--- src/rtl/dso100fb_dither.sv ---
// Panel output stage: reduces 8-bit RGB to OUT_BITS per colour with 4x4 ordered
// dithering (optionally rotated per frame) and realigns syncs through 2 registers.
module dso100fb_dither #(
  parameter int OUT_BITS = 6
) (
  input  logic                VIDCLK,
  input  logic                RST,
  input  logic [31:0]         VID_DATA,
  input  logic                VID_DE,
  input  logic                VID_HSYNC,
  input  logic                VID_VSYNC,
  input  logic                DE_POLARITY,
  input  logic                VSYNC_POLARITY,
  input  logic                DITHER_EN,
  input  logic                TEMPORAL_EN,
  output logic [OUT_BITS-1:0] LCD_R,
  output logic [OUT_BITS-1:0] LCD_G,
  output logic [OUT_BITS-1:0] LCD_B,
  output logic                LCD_DE,
  output logic                LCD_HSYNC,
  output logic                LCD_VSYNC
);

  localparam int D = 8 - OUT_BITS;

  logic        w_de_act, w_vs_act, w_fs, w_de_fall;
  logic        r_vs_act, r_de_prev;
  logic [11:0] r_x, r_y;
  logic [1:0]  r_frame;
  logic        r_dith, r_temp;
  logic [1:0]  w_xi, w_yi;
  logic [3:0]  w_bayer, w_add;

  logic [23:0] r1_data;
  logic        r1_de, r1_hs, r1_vs, r1_de_act;
  logic [3:0]  r1_add;

  logic [OUT_BITS-1:0] w_r, w_g, w_b;
  logic [OUT_BITS-1:0] r_lcd_r, r_lcd_g, r_lcd_b;
  logic                r_lcd_de, r_lcd_hs, r_lcd_vs;

  assign w_de_act  = VID_DE ~^ DE_POLARITY;
  assign w_vs_act  = VID_VSYNC ~^ VSYNC_POLARITY;
  assign w_fs      = w_vs_act & ~r_vs_act;
  assign w_de_fall = ~w_de_act & r_de_prev;

  // Temporal mode shifts both matrix coordinates by the frame number (mod 4).
  assign w_xi = r_temp ? (r_x[1:0] + r_frame) : r_x[1:0];
  assign w_yi = r_temp ? (r_y[1:0] + r_frame) : r_y[1:0];

  always_comb begin
    w_bayer = 4'd0;
    case ({w_yi, w_xi})
      4'h0: w_bayer = 4'd0;   4'h1: w_bayer = 4'd8;
      4'h2: w_bayer = 4'd2;   4'h3: w_bayer = 4'd10;
      4'h4: w_bayer = 4'd12;  4'h5: w_bayer = 4'd4;
      4'h6: w_bayer = 4'd14;  4'h7: w_bayer = 4'd6;
      4'h8: w_bayer = 4'd3;   4'h9: w_bayer = 4'd11;
      4'hA: w_bayer = 4'd1;   4'hB: w_bayer = 4'd9;
      4'hC: w_bayer = 4'd15;  4'hD: w_bayer = 4'd7;
      4'hE: w_bayer = 4'd13;  4'hF: w_bayer = 4'd5;
      default: w_bayer = 4'd0;
    endcase
  end

  assign w_add = r_dith ? (w_bayer >> (4 - D)) : 4'd0;

  function automatic logic [OUT_BITS-1:0] sat_shift(input logic [7:0] c, input logic [3:0] a);
    logic [8:0] s;
    s = {1'b0, c} + {5'd0, a};
    if (s[8]) s = 9'd255;
    return s[7:D];
  endfunction

  assign w_r = sat_shift(r1_data[23:16], r1_add);
  assign w_g = sat_shift(r1_data[15:8],  r1_add);
  assign w_b = sat_shift(r1_data[7:0],   r1_add);

  always_ff @(posedge VIDCLK or posedge RST) begin
    if (RST) begin
      r_vs_act  <= 1'b0;
      r_de_prev <= 1'b0;
      r_x       <= 12'd0;
      r_y       <= 12'd0;
      r_frame   <= 2'd0;
      r_dith    <= 1'b0;
      r_temp    <= 1'b0;
      r1_data   <= 24'd0;
      r1_de     <= 1'b0;
      r1_hs     <= 1'b0;
      r1_vs     <= 1'b0;
      r1_de_act <= 1'b0;
      r1_add    <= 4'd0;
      r_lcd_r   <= '0;
      r_lcd_g   <= '0;
      r_lcd_b   <= '0;
      r_lcd_de  <= 1'b0;
      r_lcd_hs  <= 1'b0;
      r_lcd_vs  <= 1'b0;
    end else begin
      r_vs_act  <= w_vs_act;
      r_de_prev <= w_de_act;
      r_x       <= w_de_act ? r_x + 12'd1 : 12'd0;
      // Frame-start clear wins over a coincident end-of-line increment.
      if (w_fs)           r_y <= 12'd0;
      else if (w_de_fall) r_y <= r_y + 12'd1;
      if (w_fs) begin
        r_frame <= r_frame + 2'd1;
        r_dith  <= DITHER_EN;
        r_temp  <= TEMPORAL_EN;
      end
      r1_data   <= VID_DATA[23:0];
      r1_de     <= VID_DE;
      r1_hs     <= VID_HSYNC;
      r1_vs     <= VID_VSYNC;
      r1_de_act <= w_de_act;
      r1_add    <= w_add;
      r_lcd_r   <= r1_de_act ? w_r : '0;
      r_lcd_g   <= r1_de_act ? w_g : '0;
      r_lcd_b   <= r1_de_act ? w_b : '0;
      r_lcd_de  <= r1_de;
      r_lcd_hs  <= r1_hs;
      r_lcd_vs  <= r1_vs;
    end
  end

  assign LCD_R     = r_lcd_r;
  assign LCD_G     = r_lcd_g;
  assign LCD_B     = r_lcd_b;
  assign LCD_DE    = r_lcd_de;
  assign LCD_HSYNC = r_lcd_hs;
  assign LCD_VSYNC = r_lcd_vs;

endmodule

--- config.mk ---
export PLATFORM = sky130hd
export DESIGN_NAME = dso100fb_dither
export DESIGN_NICKNAME = d
export VERILOG_FILES = /design/src/rtl/dso100fb_dither.sv
export SDC_FILE = /design/constraint.sdc
export NUM_CORES = 1
export LEC_CHECK = 0
export ABC_AREA = 0
export BUFFER_PORTS_ARGS = -buffer_cell sky130_fd_sc_hd__buf_2
export CAP_MARGIN = 10
export CORE_MARGIN = 1
export CORE_UTILIZATION = 40
export CTS_CLUSTER_DIAMETER = 40
export DETAILED_ROUTE_END_ITERATION = 7
export REMOVE_ABC_BUFFERS = 1
export SETUP_SLACK_MARGIN = 0.1
export SKIP_LAST_GASP = 1
export SYNTH_ARGS = -nofsm -noshare
export SYNTH_HDL_FRONTEND = slang
export SYNTH_SLANG_ARGS = --single-unit
--- constraint.sdc ---
create_clock -name VIDCLK -period 3.5 [get_ports VIDCLK]
set_input_delay 1.05 -clock VIDCLK [delete_from_list [all_inputs] [get_ports VIDCLK]]
set_output_delay 1.05 -clock VIDCLK [all_outputs]
set_load 0.005 [all_outputs]
==> results of run 1 <==
## cells in the final DEF, fill, tap and decap left out, drive strengths merged, types with 2 or more instances in the layout
| master | Yosys | final |
|---|---|---|
| xor2 | 2 | 2 |
| buf | 0 | 54 |
| o21ai | 6 | 6 |
| inv | 5 | 5 |
| nor3b | 2 | 2 |
| a31o | 3 | 3 |
| o21a | 3 | 3 |
| a211oi | 3 | 3 |
| and2 | 2 | 2 |
| clkbuf | 2 | 11 |
| mux2i | 2 | 2 |
| nor4 | 2 | 2 |
| a21oi | 11 | 11 |
| xnor2 | 3 | 3 |
| ha | 3 | 3 |
| and4 | 3 | 3 |
| nor3 | 13 | 13 |
| dfrtp | 57 | 57 |
| nand2 | 9 | 9 |
| mux2 | 2 | 2 |
| and3 | 2 | 2 |
| a31oi | 7 | 7 |
## flip-flops by register name, summed over array words and instances, names as in the netlist
register / cells
r_dith: 1
r_frame: 1
r_vs_act: 1
r1_vs: 1
r1_de_act: 1
r1_hs: 1
r1_add: 2
LCD_HSYNC: 1
r_temp: 1
LCD_DE: 1
r_x: 1
LCD_G: 6
LCD_VSYNC: 1
r_y: 1
r1_data: 24
LCD_R: 6
LCD_B: 6
r1_de: 1
## through the flow
step	hold WS, ns	power [W]	utilization [%]
3_5_place_dp	0.336	0.000975	49.3
4_1_cts	0.349	0.00148	52.5
6_report	0.352	0.00146	52.5
2_1_floorplan	0.331	0.000894	-
3_3_place_gp	0.331	0.000962	49.3
5_1_grt	0.361	0.00155	52.5
## final cells by class
class	instances	area [um^2]	area share [%]
sequential	57	1430	56.7
inverter	5	18.8	0.746
clock inverter	1	5.00	0.199
timing repair buffer	54	273	10.8
multi-input combinational	86	557	22.1
tap	67	83.8	3.33
clock buffer	11	151	6.02
## worst paths after layout
kind / startpoint / endpoint / slack (ns) / cells after the start
min in group asynchronous: RST / r1_data[15]$_DFF_PP0_ / 0.77 / 2
min: r1_vs$_DFF_PP0_ / LCD_VSYNC$_DFF_PP0_ / 0.35 / 0
max in group asynchronous: RST / LCD_R[5]$_DFF_PP0_ / 1.97 / 3
max: LCD_G[0]$_DFF_PP0_ / LCD_G[0] / 1.63 / 1
min reg2reg: r1_vs$_DFF_PP0_ / LCD_VSYNC$_DFF_PP0_ / 0.35 / 0
max reg2reg: r1_add[1]$_DFF_PP0_ / LCD_B[2]$_DFF_PP0_ / 1.88 / 4
## power breakdown
| part | leakage [nW] | internal, W | switching [W] |
|---|---|---|---|
| clock | 0.0830 | 0.000278 | 0.000222 |
| sequential | 0.691 | 0.000725 | 0.0000480 |
| combinational | 0.436 | 0.0000911 | 0.0000968 |
| total | 1.21 | 0.00109 | 0.000367 |
## routing by layer
layer	track usage [%]	wire length, um
met1	18.0	1430
met3	6.22	219
met4	11.5	75
met2	26.5	1860
met5	0	0
## cells by family after synthesis
kind of cell               count (synthesis)  synth area share, %
DFF                                       57                 71.0
xor gates and xnor gates                   5                 2.18
adders and majority gates                  3                 1.87
and+or+nand+nor                           39                 10.7
AOI/OAI and AO/OA                         35                 10.8
muxes                                      4                 2.12
buffers and inverters                      7                 1.31
==> out/metrics.yaml, run 1 <==
cts_sinks: 57
synth_area_mm2: 0.00201
critPathBufInv: 1
wire_per_inst_um: 12.8
clk_pin_slew_ns: 0.06
avgSynthCellArea_um2: 13.4
power_density_mw_per_mm2: 581
crit_chain: "buf_2"
fin_area_mm2: 0.00251
nFillCells: 420
setup_tns_ns: 0
rsz0062_at_grt: "false"
dpl-instance-area_mm2: 0.00236
finalCritPeriodShare_pct: 53.3
yosys.area.top_type: "dfrtp_1"
diodes: 0
slew_violations: 0
period_needed_ns: 1.87
num_vias: 1378
drtIter0Drc: 123
critPathLaunchType: "register"
critPathTopFamily: "flip-flops"
critPathKind: "reg -> out"
grt_pass1_vias: 1399
finalSetupViolCount: 0
final_nets: 257
yosys.area.top_type_share_pct: 71.0
status: "complete, no violations"
synth.most_common_cell: "dfrtp_1"
ys_ff_latch: 57
rows: 25
ir_drop_mv: 0.245
io_buffers: 53
cts_resized: 0
grt_max_degree: 32
clockRootBuffer: "clkbuf_8"
dieArea_mm2: 0.00531
firstDrtPassIters: 4
yosys-top-cells-area: "dfrtp_1 71%, nor3_1 3.2%, a21oi_1 2.7%"
gr-total-overflow: 0
drc: 0
yosys_warnings: 0
dp_hpwl_mm: 2.63
syn_inst: 150
ios: 62
viasPerCell: 4.90
htreeDepth: 3
crit_fanout: 1
clock_latency_ns: 0.32
instances_no_fill: 281
relSlewSlack_pct: 64.5
routed_wl_mm: 3.59
fmax_mhz: 536
worstHoldPathType: "reg -> reg"
start_util_pct: 42.0
ys.flop_type: "dfrtp_1"
dieWidth_um: 72.9
cts_tree: "built"
worstMarginPinSlew_ns: 0.532
yosysUniqueCellTypes: 29
synth_edf_count: 0
dp.cells: 269
coreArea_mm2: 0.00479
grt_first_pass_wirelength_mm: 6.22
netlist_top_cells_count: "57 x dfrtp_1, 13 x nor3_1, 11 x a21oi_1"
grt_usage_pct: 16.5
numCtsBuffers: 9
hold_viol_final: 0
required_ns: 2.45
setup_slack_ns: 1.63
slowest_stage: "dfrtp_1"
finalClockSkew_ns: 0.00712
antenna_found_initial: 0
cts_setup_buffers: 0
die_h_um: 72.9
ant_nets: 0
endpoint_kind: "output pin"
synthArstFlopShare_pct: 100
seq_area_frac_synth_pct: 71.0
drive_above_1_share_pct: 33.6
dp_slack_ns: 1.45
slowest_delay_ns: 0.37
max_cap_violations: 0
clockBufferDepth: 2
syn_to_final_growth_pct: 25.2
cp.arrival_ns: 0.82
gp_congestion: 0.807
cts_hold_buf: 0
leakage_nw: 1.21
(Power assumes the default switching activity.)
==> inputs of run 2 (changes only) <==
--- a/config.mk
+++ b/config.mk
@@ -12,6 +12,7 @@
 export CORE_UTILIZATION = 40
 export CTS_CLUSTER_DIAMETER = 40
 export DETAILED_ROUTE_END_ITERATION = 7
+export PLACE_DENSITY = 0.67
 export REMOVE_ABC_BUFFERS = 1
 export SETUP_SLACK_MARGIN = 0.1
 export SKIP_LAST_GASP = 1
==> constraint.sdc (replaced) <==
create_clock -name VIDCLK -period 1.7 [get_ports VIDCLK]
set_input_delay 0.51 -clock VIDCLK [delete_from_list [all_inputs] [get_ports VIDCLK]]
set_output_delay 0.51 -clock VIDCLK [all_outputs]
set_load 0.005 [all_outputs]
==> run 2 against run 1 <==
  * Via count is essentially flat
  * Cell area grew 2.3%
  * Count of clock-buffer cells in the layout grew 2
  * Sequential share of layout area shrank 1.3 points
  * Critical path type is now reg -> reg
  * Critical endpoint is now LCD_G[4]$_DFF_PP0_
  * Highest routed layer unchanged
==> out/metrics.yaml, run 2 (synthesis results as in run 1) <==
largest_reg_flops: 24  # unchanged
ios: 62  # unchanged
io_buffers: 53  # unchanged
drc: 0  # unchanged
finalClockSkew_ns: 0.00844  # +0.00132 ns
drive_above_1_share_pct: 35.5  # +1.8 points
coreArea_mm2: 0.00479  # unchanged
p_sw_w: 0.000790  # +120%
cts_resized: 0  # unchanged
grt_usage_pct: 14.9  # -1.6 points
die_h_um: 72.9  # unchanged
gp_congestion: 0.783  # -3.0%
top_register: "r1_data"
htreeDepth: 3  # unchanged
utilization_pct: 53.8  # +1.2 points
cts_setup_buffers: 0  # unchanged
pwr-share-seq_pct: 51.2  # -1.7 points
dp_slack_ns: 0.146  # -1.30 ns
power_density_mw_per_mm2: 1200  # +110%
clk_pin_slew_ns: 0.07  # about the same
antenna_found_initial: 0  # unchanged
start_util_pct: 42.0  # unchanged
grt_pass1_vias: 1341  # -4.1%
firstDrtPassIters: 4  # unchanged
period_needed_ns: 1.51
cts_sinks: 57  # unchanged
dpl-instance-area_mm2: 0.00239  # +1.2%
rsz0062_at_grt: "true"
cts_hold_buf: 0  # unchanged
combPwrFrac_pct: 13.6  # +0.7 points
finalSetupViolCount: 0  # unchanged
mostFrequentLayoutCells: "57 x dfrtp_1, 53 x buf_2, 13 x nor3_1"
power.internal_w: 0.00230  # +110%
endpoint_kind: "register"
numCtsBuffers: 9  # unchanged
ant_nets: 0  # unchanged
worstHoldPathType: "in -> async"
routed_wl_mm: 3.46  # -3.4%
wire_per_inst_um: 12.1  # -5.4%
viasPerCell: 4.80  # -2.0%
rows: 25  # unchanged
dieWidth_um: 72.9  # unchanged
gr-total-overflow: 0  # unchanged
crit_fanout: 3  # +2
relSlewSlack_pct: 75.3  # +11 points
fmax_mhz: 664
syn_to_final_growth_pct: 28.0
final_common_cell: "dfrtp_1"
fin_area_mm2: 0.00257  # +2.3%
leakage_nw: 1.23  # +2.1%
drtIter0Drc: 78  # -37%
dieArea_mm2: 0.00531  # unchanged
nFillCells: 422  # +0.48%
max_cap_violations: 0  # unchanged
clockBufferDepth: 2  # unchanged
final_nets: 259  # +0.78%
cp.arrival_ns: 1.75  # +0.93 ns
hold_viol_final: 0  # unchanged
critPathKind: "reg -> reg"
setup_slack_ns: 0.194  # -1.44 ns
grt_max_degree: 58  # +81%
finalCritPeriodShare_pct: 88.6
critPathLaunchType: "register"
status: "complete, no violations"
slew_violations: 0  # unchanged
clkPwrFrac_pct: 35.2  # +1.0 points
diodes: 0  # unchanged
sw_frac_of_total_pct: 25.6  # +0.43 points
cts_tree: "built"
required_ns: 1.94  # -0.51 ns
clock_latency_ns: 0.33  # about the same
worstMarginPinSlew_ns: 0.370  # -0.163 ns
grt_first_pass_wirelength_mm: 5.64  # -9.2%
ir_drop_mv: 0.698  # +180%
clockRootBuffer: "clkbuf_8"
num_vias: 1379  # +0.073%
dp_hpwl_mm: 2.44  # -7.1%
## run 2: final cells by class
class                           instances  area, um^2  area share [%]
Inverter                                5        18.8           0.730
Timing Repair Buffer                   56         300            11.7
Clock buffer                           13         159            6.18
Clock inverter                          3        15.0           0.584
Multi-Input combinational cell         86         569            22.1
Tap cell                               67        83.8            3.26
Sequential cell                        57        1430            55.4
## run 2: stage by stage
| step | total power (W) | setup TNS (ns) | std cells | hold WS (ns) |
|---|---|---|---|---|
| global route | 0.00325 | 0 | 287 | 0.243 |
| global placement | 0.00200 | 0 | 271 | 0.333 |
| finish | 0.00309 | 0 | 287 | 0.222 |
| detailed placement | 0.00202 | 0 | 271 | 0.339 |
| floorplan | 0.00184 | -11.95 | 148 | 0.331 |
| CTS | 0.00312 | 0 | 287 | 0.229 |
## run 2: final timing paths
path	start	slack (ns)	cells after the start	end
max	r1_add[1]$_DFF_PP0_	0.19	5	LCD_G[4]$_DFF_PP0_
max in group asynchronous	RST	1.24	3	r1_add[1]$_DFF_PP0_
min reg2reg	r1_de$_DFF_PP0_	0.35	0	LCD_DE$_DFF_PP0_
min in group VIDCLK	VID_DATA[16]	0.28	1	r1_data[16]$_DFF_PP0_
max reg2reg	r1_add[1]$_DFF_PP0_	0.19	5	LCD_G[4]$_DFF_PP0_
min	RST	0.22	3	r1_data[1]$_DFF_PP0_
## run 2: per-layer routing
metal	vias up	GRT usage (%)	part of all wire (%)
li1	673	-	-
met1	664	15.2	42
met2	36	26.0	52
met3	6	5.52	4.3
met4	0	9.15	1.8
met5	-	0	0
## run 2: power groups by stage
stage / sequential, W / combinational [W] / clock, W
2_1_floorplan: 0.00160 / 0.000244 / 0
3_5_place_dp: 0.00160 / 0.000416 / 0
5_1_grt: 0.00160 / 0.000473 / 0.00118
3_3_place_gp: 0.00160 / 0.000403 / 0
6_report: 0.00158 / 0.000422 / 0.00109
4_1_cts: 0.00158 / 0.000418 / 0.00112
## run 2: critical path, stage by stage (launching register included)
cell	delay [ns]
dfrtp_1	0.41
ha_1	0.30
a31oi_1	0.11
buf_4	0.17
nor3_1	0.22
mux2i_1	0.21
